--- config.mk ---
export PLATFORM = sky130hd
export DESIGN_NAME = pkslot_tracker
export DESIGN_NICKNAME = d
export VERILOG_FILES = /design/src/rtl/pkslot_tracker.sv
export SDC_FILE = /design/constraint.sdc
export NUM_CORES = 1
export LEC_CHECK = 0
export ABC_CLOCK_PERIOD_IN_PS = 2000
export CORE_MARGIN = 2
export CORE_UTILIZATION = 38
export DETAILED_ROUTE_END_ITERATION = 10
export PLACE_DENSITY = 0.66
export SLEW_MARGIN = 20
export SYNTH_ARGS = -nofsm -noshare
export SYNTH_HDL_FRONTEND = slang
export SYNTH_SLANG_ARGS = --single-unit
--- constraint.sdc ---
create_clock -name clk_6M -period 2 [get_ports clk_6M]
set_input_delay 0.6 -clock clk_6M [delete_from_list [all_inputs] [get_ports clk_6M]]
set_output_delay 0.6 -clock clk_6M [all_outputs]
set_load 0.05 [all_outputs]
--- src/rtl/pkslot_tracker.sv ---
// rtl/pkslot_tracker.sv - packet-type decoder and multi-slot TX/RX window sequencer
// Optional feature macro: PKSLOT_RXTYPE_EN (RX window length from received packet type)
module pkslot_tracker #(
    parameter int LENW      = 10,
    parameter int SLOTCNTW  = 3,
    parameter int MAX_SLOTS = 5
) (
    input  logic                clk_6M,
    input  logic                rstz,
    input  logic                ms_tslot_p,
    input  logic                ms_halftslot_p,
    input  logic                is_BRmode,
    input  logic                is_eSCO,
    input  logic                is_SCO,
    input  logic [3:0]          tx_pk_type,
    input  logic [3:0]          rx_pk_type,
    input  logic                rx_pk_type_valid,
    input  logic [LENW-1:0]     regi_payloadlen,
    input  logic                pktype_data,
    input  logic                conns_tx1stslot,
    input  logic                pk_encode_1stslot,
    output logic [LENW+2:0]     pylenbit_f,
    output logic [SLOTCNTW-1:0] tx_slots_f,
    output logic [SLOTCNTW-1:0] rx_slots_f,
    output logic                fec31encode_f,
    output logic                fec32encode_f,
    output logic                crcencode_f,
    output logic                packet_BRmode_f,
    output logic                packet_DPSK_f,
    output logic                BRss_f,
    output logic                existpyheader_f,
    output logic                allowedeSCOtype,
    output logic                txextendslot,
    output logic                rxextendslot,
    output logic                mask_corre_win,
    output logic                conns_rx1stslot,
    output logic                ms_TXslot_endp,
    output logic                ms_RXslot_endp,
    output logic [SLOTCNTW-1:0] tx_slot_idx,
    output logic [SLOTCNTW-1:0] rx_slot_idx
);

    localparam int PW = LENW + 3;
    localparam logic [SLOTCNTW-1:0] ONE = SLOTCNTW'(1);
    localparam logic [SLOTCNTW-1:0] TWO = SLOTCNTW'(2);

    // Slot count implied by a packet type, clamped to the largest honoured count.
    function automatic logic [SLOTCNTW-1:0] slots_of(input logic [3:0] t);
        int n;
        case (t)
            4'hA, 4'hB, 4'hC, 4'hD: n = 3;
            4'hE, 4'hF:             n = 5;
            default:                n = 1;
        endcase
        if (n > MAX_SLOTS) n = MAX_SLOTS;
        return SLOTCNTW'(n);
    endfunction

    logic [PW-1:0]       base_len, sco_len;
    logic [PW-1:0]       d_len;
    logic                d_hdr, d_fec31, d_fec32, d_crc, d_br, d_dpsk;
    logic [SLOTCNTW-1:0] d_slots;

    logic [PW-1:0]       pylen_q;
    logic                hdr_q, fec31_q, fec32_q, crc_q, br_q, dpsk_q;
    logic [SLOTCNTW-1:0] txslots_q;

    logic                txext_q, txext_d, rxext_q, rxext_d;
    logic [SLOTCNTW-1:0] tx_idx_q, tx_idx_d, rx_idx_q, rx_idx_d;
    logic                rx1st_q, rx1st_d, mask_q, mask_d;
    logic                tx_last, rx_last;
    logic [SLOTCNTW-1:0] rx_eff;

    assign base_len = ({3'b000, regi_payloadlen} + PW'(pktype_data)) << 3;
    assign sco_len  = PW'(80) + (({3'b000, regi_payloadlen} + PW'(1)) << 3);

    // Attribute decode of the type about to be transmitted.
    always_comb begin
        d_hdr   = 1'b1;
        d_fec31 = 1'b0;
        d_fec32 = 1'b1;
        d_crc   = 1'b1;
        d_br    = 1'b1;
        d_dpsk  = 1'b1;
        d_len   = base_len;
        d_slots = slots_of(tx_pk_type);
        case (tx_pk_type)
            4'h0, 4'h1: d_len = '0;
            4'h2:       d_len = PW'(144);
            4'h4: begin
                d_fec32 = 1'b0;
                d_br    = is_BRmode;
            end
            4'h5: begin
                d_len   = PW'(80);
                d_fec31 = 1'b1;
                d_crc   = 1'b0;
                d_hdr   = 1'b0;
            end
            4'h6: begin
                d_hdr = 1'b0;
                if (is_eSCO) begin
                    d_br    = 1'b0;
                    d_fec32 = 1'b0;
                end else begin
                    d_len = PW'(160);
                    d_crc = 1'b0;
                end
            end
            4'h7: begin
                d_hdr = 1'b0;
                if (is_eSCO && is_BRmode) begin
                    d_fec32 = 1'b0;
                end else if (is_eSCO) begin
                    d_crc  = 1'b0;
                    d_br   = 1'b0;
                    d_dpsk = 1'b0;
                end else begin
                    d_fec32 = 1'b0;
                    d_crc   = 1'b0;
                    d_len   = PW'(240);
                end
            end
            4'h8: begin
                if (is_SCO) begin
                    d_len = sco_len;
                end else begin
                    d_br    = 1'b0;
                    d_dpsk  = 1'b0;
                    d_fec32 = 1'b0;
                end
            end
            4'h9: d_crc = 1'b0;
            4'hA, 4'hB, 4'hE, 4'hF: begin
                d_br = is_BRmode;
                if (tx_pk_type[0]) d_dpsk = is_BRmode;
            end
            4'hC, 4'hD: begin
                d_hdr = 1'b0;
                if (tx_pk_type[0]) d_dpsk = is_BRmode;
            end
            default: ;
        endcase
    end

    // Freeze the TX decode at first-slot encode so it holds for the whole packet.
    always_ff @(posedge clk_6M or negedge rstz) begin
        if (!rstz) begin
            pylen_q   <= '0;
            hdr_q     <= 1'b0;
            fec31_q   <= 1'b0;
            fec32_q   <= 1'b0;
            crc_q     <= 1'b0;
            br_q      <= 1'b0;
            dpsk_q    <= 1'b0;
            txslots_q <= ONE;
        end else if (pk_encode_1stslot) begin
            pylen_q   <= d_len;
            hdr_q     <= d_hdr;
            fec31_q   <= d_fec31;
            fec32_q   <= d_fec32;
            crc_q     <= d_crc;
            br_q      <= d_br;
            dpsk_q    <= d_dpsk;
            txslots_q <= d_slots;
        end
    end

`ifdef PKSLOT_RXTYPE_EN
    logic                rx_load;
    logic [SLOTCNTW-1:0] rxslots_q, rxslots_d, rx_dec;

    assign rx_load = rx_pk_type_valid & rx1st_q;
    assign rx_dec  = slots_of(rx_pk_type);
    // A header arriving on the closing strobe already decides that slot.
    assign rx_eff  = rx_load ? rx_dec : rxslots_q;

    // RX length: back to one slot when TX ends, then follow the received header.
    always_comb begin
        rxslots_d = rxslots_q;
        if (ms_TXslot_endp)  rxslots_d = ONE;
        else if (rx_load)    rxslots_d = rx_dec;
    end

    // RX slot-count register.
    always_ff @(posedge clk_6M or negedge rstz) begin
        if (!rstz) rxslots_q <= ONE;
        else       rxslots_q <= rxslots_d;
    end

    assign rx_slots_f = rxslots_q;
`else
    logic unused_rx;
    assign unused_rx  = ^{rx_pk_type, rx_pk_type_valid};
    assign rx_eff     = txslots_q;
    assign rx_slots_f = txslots_q;
`endif

    assign tx_last = txext_q & (tx_idx_q >= txslots_q);
    assign rx_last = rxext_q & (rx_idx_q >= rx_eff);

    // A first-slot strobe always wins, so an aborted window never emits an end pulse.
    assign ms_TXslot_endp = ms_tslot_p & (conns_tx1stslot ? (txslots_q <= ONE) : tx_last);
    assign ms_RXslot_endp = ms_tslot_p & (rx1st_q ? (rx_eff <= ONE) : rx_last);

    // Window sequencing for both directions plus the correlator mask.
    always_comb begin
        txext_d  = txext_q;
        tx_idx_d = tx_idx_q;
        rxext_d  = rxext_q;
        rx_idx_d = rx_idx_q;
        rx1st_d  = rx1st_q;
        mask_d   = mask_q;
        if (ms_tslot_p && conns_tx1stslot) begin
            txext_d  = (txslots_q > ONE);
            tx_idx_d = (txslots_q > ONE) ? TWO : ONE;
        end else if (ms_tslot_p && txext_q) begin
            txext_d  = !tx_last;
            tx_idx_d = tx_last ? ONE : tx_idx_q + ONE;
        end
        if (ms_tslot_p && rx1st_q) begin
            rxext_d  = (rx_eff > ONE);
            rx_idx_d = (rx_eff > ONE) ? TWO : ONE;
        end else if (ms_tslot_p && rxext_q) begin
            rxext_d  = !rx_last;
            rx_idx_d = rx_last ? ONE : rx_idx_q + ONE;
        end
        if (ms_TXslot_endp)  rx1st_d = 1'b1;
        else if (ms_tslot_p) rx1st_d = 1'b0;
        if (ms_halftslot_p && conns_tx1stslot && (txslots_q > ONE)) mask_d = 1'b1;
        else if (ms_halftslot_p && tx_last)                         mask_d = 1'b0;
    end

    // Window state registers.
    always_ff @(posedge clk_6M or negedge rstz) begin
        if (!rstz) begin
            txext_q  <= 1'b0;
            tx_idx_q <= ONE;
            rxext_q  <= 1'b0;
            rx_idx_q <= ONE;
            rx1st_q  <= 1'b0;
            mask_q   <= 1'b0;
        end else begin
            txext_q  <= txext_d;
            tx_idx_q <= tx_idx_d;
            rxext_q  <= rxext_d;
            rx_idx_q <= rx_idx_d;
            rx1st_q  <= rx1st_d;
            mask_q   <= mask_d;
        end
    end

    assign pylenbit_f      = pylen_q;
    assign tx_slots_f      = txslots_q;
    assign fec31encode_f   = fec31_q;
    assign fec32encode_f   = fec32_q;
    assign crcencode_f     = crc_q;
    assign packet_BRmode_f = br_q;
    assign packet_DPSK_f   = dpsk_q;
    assign existpyheader_f = hdr_q;
    assign BRss_f          = br_q & (txslots_q == ONE);
    assign allowedeSCOtype = tx_pk_type inside {4'h0, 4'h1, 4'h6, 4'h7, 4'hC, 4'hD};
    assign txextendslot    = txext_q;
    assign rxextendslot    = rxext_q;
    assign mask_corre_win  = mask_q;
    assign conns_rx1stslot = rx1st_q;
    assign tx_slot_idx     = tx_idx_q;
    assign rx_slot_idx     = rx_idx_q;

endmodule

# [After elaboration in Yosys (flattened, before gate mapping)]
# Cells that the tools add are included.
[word_totals] output_inout_bits=39 inputBits=29 regBits=32
[classes] muxes=37 magnitude_cmp=5 n_addsub=5 n_reduce_logical=23 eq_ne=15 n_bitwise=5
[ops] operator="$pmux W13 S6" n=1
[ops] operator="$mux W13" n=4
[ops] operator="$eq A4 B4 Y1 const B" n=8
[ops] operator="$gt A32 B4 Y1 const B" n=1
[ops] operator="$mux W3" n=7
[ops] operator="$mux W1" n=19
[ops] operator="$eq A4 B3 Y1 const B" n=4
[ops] operator="$add A7 B13 Y13 const A" n=1
[ops] operator="$add A10 B1 Y10" n=1
[ops] operator="$add A10 B1 Y10 const B" n=1
[ops] operator="$reduce_or A5 Y1" n=2
[ops] operator="$logic_and A1 B1 Y1" n=8
[ops] operator="$pmux W1 S4" n=2
[ops] operator="$reduce_bool A2 Y1" n=4
[ops] operator="$add A3 B1 Y3 const B" n=2
[ops] operator="$ge A3 B3 Y1" n=2
[ops] operator="$pmux W1 S3" n=2
[ops] operator="$pmux W3 S2" n=1
[ops] operator="$reduce_bool A6 Y1" n=1
[ops] operator="$reduce_or A2 Y1" n=3
[ops] operator="$reduce_or A6 Y1" n=1
[ops] operator="$and A1 B1 Y1" n=5
[ops] operator="$eq A4 B1 Y1 const B" n=1
[ops] operator="$eq A4 B2 Y1 const B" n=1
[ops] operator="other kinds (7)" n=8

# [Longest topological paths before layout]
# Gate-level depths: netlist of the first run.
[depth] depth_word=5 mapped_depth=10 mapped_depth_nobuf=9

# [Worst setup path before layout of the first run]
# Ideal clock, no wire load.
[synth_timing] path_type="register -> output" startpoint="register txslots_q[1], in the netlist rx_slots_f[1]" endpoint="output ms_RXslot_endp" path_stages_with_launch=8 arrival_time_ns=2.211 setup_slack_ns=-0.811 required_ns=1.400 cell_sequence="dfrtp_1 inv_1 ha_1 a21o_1 a21oi_1 nor3b_1 a21oi_1 nor2b_1"
[synth_between] elab_chain_len=4 word_cells_on_any_way=5 classes_between="order compare (2); mux (1); bitwise (2)"
[synth_rtl] item="start: declaration" line="66" rtl="logic [SLOTCNTW-1:0] txslots_q;"
[synth_rtl] item="start signal: assignment" line="165" rtl="txslots_q <= d_slots;"
[synth_rtl] item="$ge A3 B3 Y1" line="200" rtl="assign rx_last = rxext_q & (rx_idx_q >= rx_eff);"
[synth_rtl] item="$and A1 B1 Y1" line="200"
[synth_rtl] item="$mux W1 *" line="204" rtl="assign ms_RXslot_endp = ms_tslot_p & (rx1st_q ? (rx_eff <= ONE) : rx_last);"
[synth_rtl] item="$and A1 B1 Y1 *" line="204"
[synth_rtl] item="end: declaration" line="38" rtl="output logic ms_RXslot_endp,"
# Every way passes the cells marked *; elsewhere a longest branch is shown, timed or not.

# [Worst setup path after layout of the first run]
[layout_timing] startpoint="register txslots_q[1], in the netlist rx_slots_f[1]" endpoint="output ms_TXslot_endp"
[layout_between] elab_chain_len=4 word_cells_on_any_way=5 classes_between="order compare (2); mux (1); bitwise (2)"
[layout_rtl] item="$ge A3 B3 Y1" line="199" rtl="assign tx_last = txext_q & (tx_idx_q >= txslots_q);"
[layout_rtl] item="$and A1 B1 Y1" line="199"
[layout_rtl] item="$mux W1 *" line="203" rtl="assign ms_TXslot_endp = ms_tslot_p & (conns_tx1stslot ? (txslots_q <= ONE) : tx_last);"
[layout_rtl] item="$and A1 B1 Y1 *" line="203"
[layout_rtl] item="end: declaration" line="37" rtl="output logic ms_TXslot_endp,"
# Marked as above.

==> results of run 1 <==
timing repair:
action | 4_1_cts | 5_1_grt
pin swaps | 21 | 24
endpoints found under the setup margin | 12 | 10
setup buffers | 5 | 4
gates resized for setup | 41 | 31
hold buffers | 0 | 0
through the flow:
stage               setup WS, ps  TNS (ps)
floorplan                   -207      -859
finish                      -409      -857
detailed placement          -745     -7260
CTS                         -384      -764
global placement            -679     -6890
global route                -454     -1200
critical path: cells and delay by family (launching register included):
family	cells	cell delay, ps
fa+ha+maj	1	220
simple gates	2	240
compound gates	3	420
buf+inv	2	210
flops	1	420
cell usage after synthesis (all sizes together), types with 2 or more instances:
library cell / n
nand2: 29
nor2: 27
dfrtp: 26
a21oi: 24
o21ai: 23
buf: 20
nand3: 17
inv: 12
ha: 10
xnor2: 10
nor3: 9
clkbuf: 7
xor2: 7
a31oi: 5
nand2b: 5
a21o: 4
nor2b: 4
o221ai: 4
o22ai: 4
and2: 3
mux2i: 3
o21a: 3
o31ai: 3
or3: 3
a211o: 2
a221oi: 2
a22o: 2
a22oi: 2
a2bb2oi: 2
and3: 2
and4b: 2
and4bb: 2
conb: 2
dfstp: 2
mux2: 2
nand4: 2
o2bb2ai: 2
sequential cells by signal, indices dropped and copies added (netlist names):
| name | flops |
|---|---|
| conns_rx1stslot | 1 |
| packet_BRmode_f | 1 |
| rxextendslot | 1 |
| tx_slot_idx | 3 |
| fec31encode_f | 1 |
| mask_corre_win | 1 |
| existpyheader_f | 1 |
| packet_DPSK_f | 1 |
| rx_slots_f | 2 |
| crcencode_f | 1 |
| pylenbit_f | 10 |
| txextendslot | 1 |
| rx_slot_idx | 3 |
| fec32encode_f | 1 |
final cells by class:
class | instances | area, sq um | share of cell area (%)
inverter | 13 | 48.8 | 1.27
clock buffer | 4 | 55.1 | 1.44
multi-input combinational | 237 | 1710 | 44.7
timing repair buffer | 140 | 1210 | 31.7
sequential | 28 | 708 | 18.5
tap | 75 | 93.8 | 2.45
final timing paths:
check	cells past startpoint	endpoint	slack, ps	start
worst max-delay path	8	ms_TXslot_endp	-410	rx_slots_f[1]$_DFFE_PN0P_
max in group asynchronous	2	rx_slot_idx[0]$_DFFE_PN1P_	990	rstz
worst min-delay path	1	pylenbit_f[3]$_DFFE_PN0P_	490	pylenbit_f[3]$_DFFE_PN0P_
min in group asynchronous	2	mask_corre_win$_DFFE_PN0P_	690	rstz
worst max register to register	10	tx_slot_idx[1]$_DFFE_PN0P_	100	rx_slots_f[1]$_DFFE_PN0P_
worst min register to register	1	pylenbit_f[3]$_DFFE_PN0P_	490	pylenbit_f[3]$_DFFE_PN0P_
layer usage:
metal  global-route usage [%]  vias to the layer above  share of wire (%)
met2                     35.3                       81                 49
met5                        0                        -                  0
met3                     3.17                        7                4.8
met4                     1.91                        0               0.56
met1                     26.0                     1264                 45
li1                         -                     1312                  -
logic make-up (layout without fill, tap and decap cells):
family / count (synthesis) / after routing / synth area share (%)
other: 2 / 5 / 0.312
and+or+nand+nor: 111 / 111 / 24.3
buffers and inverters: 40 / 157 / 8.58
muxes: 5 / 5 / 2.19
AOI/OAI and AO/OA: 89 / 89 / 23.9
DFF: 28 / 28 / 29.2
xor gates and xnor gates: 17 / 17 / 6.19
adders and majority gates: 10 / 10 / 5.20
power by group through the flow:
stage / clock network [W] / registers [W] / logic [W]
6_report: 0.000368 / 0.000787 / 0.00189
5_1_grt: 0.000395 / 0.000802 / 0.00201
4_1_cts: 0.000369 / 0.000785 / 0.00182
3_5_place_dp: 0 / 0.000794 / 0.00176
3_3_place_gp: 0 / 0.000791 / 0.00173
2_1_floorplan: 0 / 0.00118 / 0.000651
==> key figures, run 1 <==
Synth
  • Synth cell types: 60
  • Yosys warnings: 0
  • Post-synth EDFFs: 0
  • Async SR Flop Fraction: 100%
  • Post-Syn Area: ~2400 sq um
  • Area leader, netlist: dfrtp_1
  • Ys flop type: dfrtp_1
  • Syn avg cell area: about 8 sq um
  • Ranking of synthesized cells by area: dfrtp_1 (27%), ha_1 (5.2%), a21oi_1 (5.0%)
  • Top-area cell type share of the netlist area: between 20% and 30%
  • Cells after Synth: 302
  • Seq/Total Area, Yosys: 29.2%
  • #FFs+latches synth: 28

Final layout
  • Area growth from synthesis to layout: 59.3%
  • Filler instances: between 500 and 600
  • Most frequent cells in the layout: buf_4 (102), nand2_1 (27), nor2_1 (23)
  • Layout net count: approximately 460
  • Final core utilization: 63.6%
  • Fin area: 3830 sq um
  • Final cell count without fillers: roughly 500
  • Commonest non-fill, non-tap cell in the layout: buf_4
  • Layout cell share with drive strength beyond 1: between 40% and 50%
  • # diodes: 0

Critical path
  • CP most frequent cell: a21o_1
  • WS Path Type: reg2out
  • Worst path cell trace: inv_2 -> ha_1 -> a21o_1 -> a21o_1 -> nand2_1 -> o21ai_2 -> and2_4 -> buf_12
  • Worst setup SP type: register
  • Slowest Stage Delay on Critical Path: roughly 420 ps
  • Critical Path AT: around 1800 ps
  • Critical Path Slowest Stage Cell: dfrtp_2
  • Crit Path Max Fanout: 3
  • CP required: 1400 ps
  • CP Capture Type: output pin

Placement
  • Post-DP Area: ~3500 sq um
  • Detailed Place HPWL: approximately 5.5 mm
  • I/O Buffers: between 50 and 60
  • Dpl cells: ~490
  • Routability Congestion: between 0.8 and 0.9

Routing
  • Final ANT Viol Nets: 0
  • TritonRoute pass-1 iters: 4
  • Routed wire per std cell: between 10 and 15 microns
  • Starting DRT DRC Count: 95
  • Routed vias: about 2700
  • Routed WL: around 7 mm
  • Vias per cell: about 5.4
  • DRC Markers: 0

Power and ir drop
  • P_int: 0.00169 W
  • Net Sw Power: roughly 0.0014 W
  • Sequential share of power: between 20% and 30%
  • Pwr dens: slightly below 800 nW/um^2
  • Lkg Pwr: between 1.5 and 2 nW
  • Total power: roughly 0.003 W
  • Sw Share: 44.5%
  • Max IR drop VDD: ~0.6 mV
  • Logic pwr share: between 60% and 70%
  • Clock share of power: between 10% and 20%

Global route
  • Largest net degree at the start of global routing: 29
  • GRT overflow: 0
  • Vias in the first global route: about 2600
  • Global-route wire length before repair: approximately 12 mm
  • Antenna violations before repair: 0
  • Total Routing Usage GR: approximately 20%

Hold path
  • Min-Delay Path Class: reg2reg

Run status
  • Failing checks: negative setup slack
  • Status: complete, but fails checks

Clocking
  • Clk sink count: 28
  • H-tree depth: 1
  • Clk slew on worst S/H paths: 110 ps
  • Number of buffers created by CTS: 3
  • Clk root buf: clkbuf_8
  • CTS tree: built
  • Skew-Pair Late Insertion Delay: a little under 300 ps
  • Clock Path Buffers: 2

Die
  • Total core area: ~6000 sq um
  • Die H: roughly 84 microns
  • Starting density of the core: about two fifths
  • Row cnt: 28
  • Die W: between 80 and 90 microns
  • Ports: 68
  • Die area: 6980 sq um

STA
  • Final hold slack: about 500 ps
  • Final worst-path setup slack: -409 ps
  • RSZ-0062 raised after global routing: yes
  • Setup Viol. Count Final: 3
  • Min cycle time layout: approximately 2400 ps
  • FMAX: between 0.4 and 0.5 GHz
  • Fin crit share: 120%
  • Clock skew: about 16 ps
  • Final hold violation count: 0
  • Pins over their slew limit: 0

Flow run
  • Total of max-cap violations: 0
No activity file was read; power rests on OpenSTA's default activity.
==> run 2, diff against run 1 <==
- CELL_PAD_IN_SITES_DETAIL_PLACEMENT: not set -> 0
- CELL_PAD_IN_SITES_GLOBAL_PLACEMENT: not set -> 1
- CORE_UTILIZATION: 38 -> 35
- PLACE_DENSITY: 0.66 -> not set
- PLACE_DENSITY_LB_ADDON: not set -> 0.1
- TNS_END_PERCENT: not set -> 1
==> run 2 against run 1 <==
The flow still finishes with violations (negative setup slack); first-iteration DRC count down 3.2%; worst setup slack better by 30 ps; sequential cell count unchanged; sequential power up 0.6%; die area up 8.2%; global-route usage down 0.64 points; critical path depth unchanged; design area down 2.6%; count of clock-buffer cells in the layout down 1; clock power up 25%; worst hold slack better by 2.0 ps; power up 1.2%; largest cell class unchanged; largest power group unchanged; highest routed layer unchanged.
==> key figures, run 2 (synthesis gave the netlist of run 1 again) <==
Run status
  • Status: complete, but fails checks (unchanged)
  • Failing checks: negative setup slack (unchanged)

Final layout
  • Layout cell share with drive strength beyond 1: 38.6% (was 42.4%)
  • Most frequent cells in the layout: buf_4 (105), nand2_1 (28), nor2_1 (25) (was buf_4 (102), nand2_1 (27), nor2_1 (23))
  • Layout net count: 457 (was 462)
  • Filler instances: 648 (was 533)
  • # diodes: 0 (unchanged)
  • Final core utilization: 55.5% (was 63.6%)
  • Commonest non-fill, non-tap cell in the layout: buf_4 (unchanged)
  • Largest register FFs: 10 (unchanged)
  • Area growth from synthesis to layout: 55.1% (was 59.3%)
  • Multi-input logic area: 1650 sq um (was 1710 sq um)
  • Final cell count without fillers: 497 (unchanged)
  • Register area: 708 sq um (unchanged)

STA
  • Min cycle time layout: 2380 ps (was 2410 ps)
  • Setup Viol. Count Final: 7 (was 3)
  • Clock skew: 10.3 ps (was 16.2 ps)
  • FMAX: 0.420 GHz (was 0.415 GHz)
  • Fin crit share: 119% (was 120%)
  • Final worst-path setup slack: -379 ps (was -409 ps)
  • Pins over their slew limit: 0 (unchanged)
  • RSZ-0062 raised after global routing: yes (unchanged)
  • Final hold violation count: 0 (unchanged)
  • Final hold slack: 496 ps (was 494 ps)

Global route
  • GRT overflow: 0 (unchanged)
  • Largest net degree at the start of global routing: 29 (unchanged)
  • Antenna violations before repair: 0 (unchanged)
  • Total Routing Usage GR: 19.1% (was 19.8%)
  • Global-route wire length before repair: 11.7 mm (was 11.8 mm)
  • Vias in the first global route: 2508 (was 2602)

Critical path
  • Critical Path AT: 1780 ps (was 1810 ps)
  • Worst Setup SP: rx_slots_f[1]$_DFFE_PN0P_ (unchanged)
  • R2R Path Start: rx_slots_f[1]$_DFFE_PN0P_ (unchanged)
  • Worst setup SP type: register (unchanged)
  • CP Capture Type: output pin (unchanged)
  • WS Path Type: reg2out (unchanged)
  • R2R Path End: rx_slot_idx[1]$_DFFE_PN0P_ (was tx_slot_idx[1]$_DFFE_PN0P_)
  • CP required: 1400 ps (about the same)
  • R2R depth: 10 (unchanged)
  • Crit Path Max Fanout: 3 (unchanged)
  • CP most frequent cell: a21oi_2 (was a21o_1)
  • Reg-to-reg slack, setup: 190 ps (was 100 ps)
  • Slowest Stage Delay on Critical Path: 440 ps (was 420 ps)
  • Critical Path Slowest Stage Cell: dfrtp_2 (unchanged)
  • Worst path cell trace: inv_4 -> ha_4 -> a21o_1 -> a21oi_2 -> nor3b_2 -> a21oi_2 -> nor2b_4 -> buf_12 (was inv_2 -> ha_1 -> a21o_1 -> a21o_1 -> nand2_1 -> o21ai_2 -> and2_4 -> buf_12)

Power and ir drop
  • Total power: 0.00308 W (was 0.00304 W)
  • Pwr dens: 825 nW/um^2 (was 794 nW/um^2)
  • Lkg Pwr: 1.67 nW (was 1.73 nW)
  • Max IR drop VDD: 0.364 mV (was 0.609 mV)

Die
  • Ports: 68 (unchanged)
  • Starting density of the core: 35.8% (was 39.9%)
  • Die area: 7550 sq um (was 6980 sq um)
  • Die H: 86.9 microns (was 83.6 microns)
  • Row cnt: 30 (was 28)
  • Total core area: 6720 sq um (was 6030 sq um)
  • Die W: 86.9 microns (was 83.6 microns)

Routing
  • Routed vias: 2566 (was 2664)
  • Vias per cell: 5.16 (was 5.36)
  • TritonRoute pass-1 iters: 4 (unchanged)
  • Routed WL: 6.92 mm (was 7.17 mm)
  • DRC Markers: 0 (unchanged)
  • Starting DRT DRC Count: 92 (was 95)
  • Routed wire per std cell: 13.9 microns (was 14.4 microns)
  • Final ANT Viol Nets: 0 (unchanged)

Hold path
  • Hold path start: pylenbit_f[3]$_DFFE_PN0P_ (unchanged)
  • Hold Path Sink: pylenbit_f[3]$_DFFE_PN0P_ (unchanged)
  • Worst hold stages: 1 (unchanged)
  • Min-Delay Path Class: reg2reg (unchanged)

Clocking
  • Count of hold buffers inserted by post-cts repair: 0 (unchanged)
  • Clk slew on worst S/H paths: 110 ps (about the same)
  • Clk sink count: 28 (unchanged)
  • Skew-Pair Late Insertion Delay: 280 ps (was 290 ps)
  • Clock Path Buffers: 2 (unchanged)
  • CTS tree: built (unchanged)
  • Number of buffers created by CTS: 3 (unchanged)
  • H-tree depth: 1 (unchanged)
  • Clk root buf: clkbuf_8 (unchanged)

Placement
  • Pre-CTS setup slack: -737 ps (was -745 ps)
  • Detailed Place HPWL: 5.54 mm (was 5.51 mm)
  • I/O Buffers: 57 (unchanged)
  • Dpl cells: 491 (was 485)
  • Routability Congestion: 0.884 (was 0.845)

Flow run
  • Total of max-cap violations: 0 (unchanged)
run 2: cell types whose count changed in the layout (fill, tap and decap cells not counted), moves of 3 or more:
cell and change:
a21oi_1 +3, a21oi_2 -3, buf_4 +3, buf_6 -10, clkdlybuf4s50_1 +6
run 2: final cells by class:
cell class                 count  area share, %
inverter                      13           1.38
clock buffer                   3           1.11
clock inverter                 1          0.805
timing repair buffer         135           30.9
tap                           80           2.68
sequential                    28           19.0
multi-input combinational    237           44.2
run 2: what timing repair did:
action,in CTS,in global routing
pin swaps,13,5
gates resized for setup,24,10
setup buffers,2,0
endpoints found under the setup margin,12,11
run 2: worst max-delay path by stage:
stage | slack, ps | endpoint | cells past startpoint
CTS | -430 | ms_RXslot_endp | 8
detailed placement | -740 | pylenbit_f[10]$_DFFE_PN0P_ | 10
finish | -380 | ms_RXslot_endp | 8
global placement | -690 | pylenbit_f[12]$_DFFE_PN0P_ | 9
floorplan | -210 | ms_RXslot_endp | 7
global route | -500 | ms_TXslot_endp | 8
run 2: report_power, final:
part / internal, W / total [W] / switching, W
logic: 0.000797 / 0.00183 / 0.00103
clock network: 0.000268 / 0.000459 / 0.000191
registers: 0.000689 / 0.000792 / 0.000103
total: 0.00175 / 0.00308 / 0.00132
run 2: critical path, delay by kind of cell, from the launching register on:
| kind | cells | cell delay, ps |
|---|---|---|
| flip-flops | 1 | 440 |
| buffers and inverters | 2 | 230 |
| adder cells (fa/ha/maj) | 1 | 200 |
| AND/OR/NAND/NOR | 2 | 130 |
| AO/OA/AOI/OAI | 3 | 490 |
run 2: layer usage:
layer  track usage [%]  wire [microns]  vias to the layer above
li1                  -               -                     1304
met1              27.2            3370                     1206
met2              31.7            3290                       50
met3              1.71             200                        6
met4              3.84              63                        0
met5                 0               0                        -
run 2: per-stage QoR:
| stage | instance area, sq um | setup TNS (ps) |
|---|---|---|
| 4_1_cts | 3690 | -1800 |
| 3_5_place_dp | 3540 | -7100 |
| 3_3_place_gp | 3540 | -7030 |
| 2_1_floorplan | 2460 | -988 |
| 6_report | 3730 | -1480 |
| 5_1_grt | 3730 | -2230 |
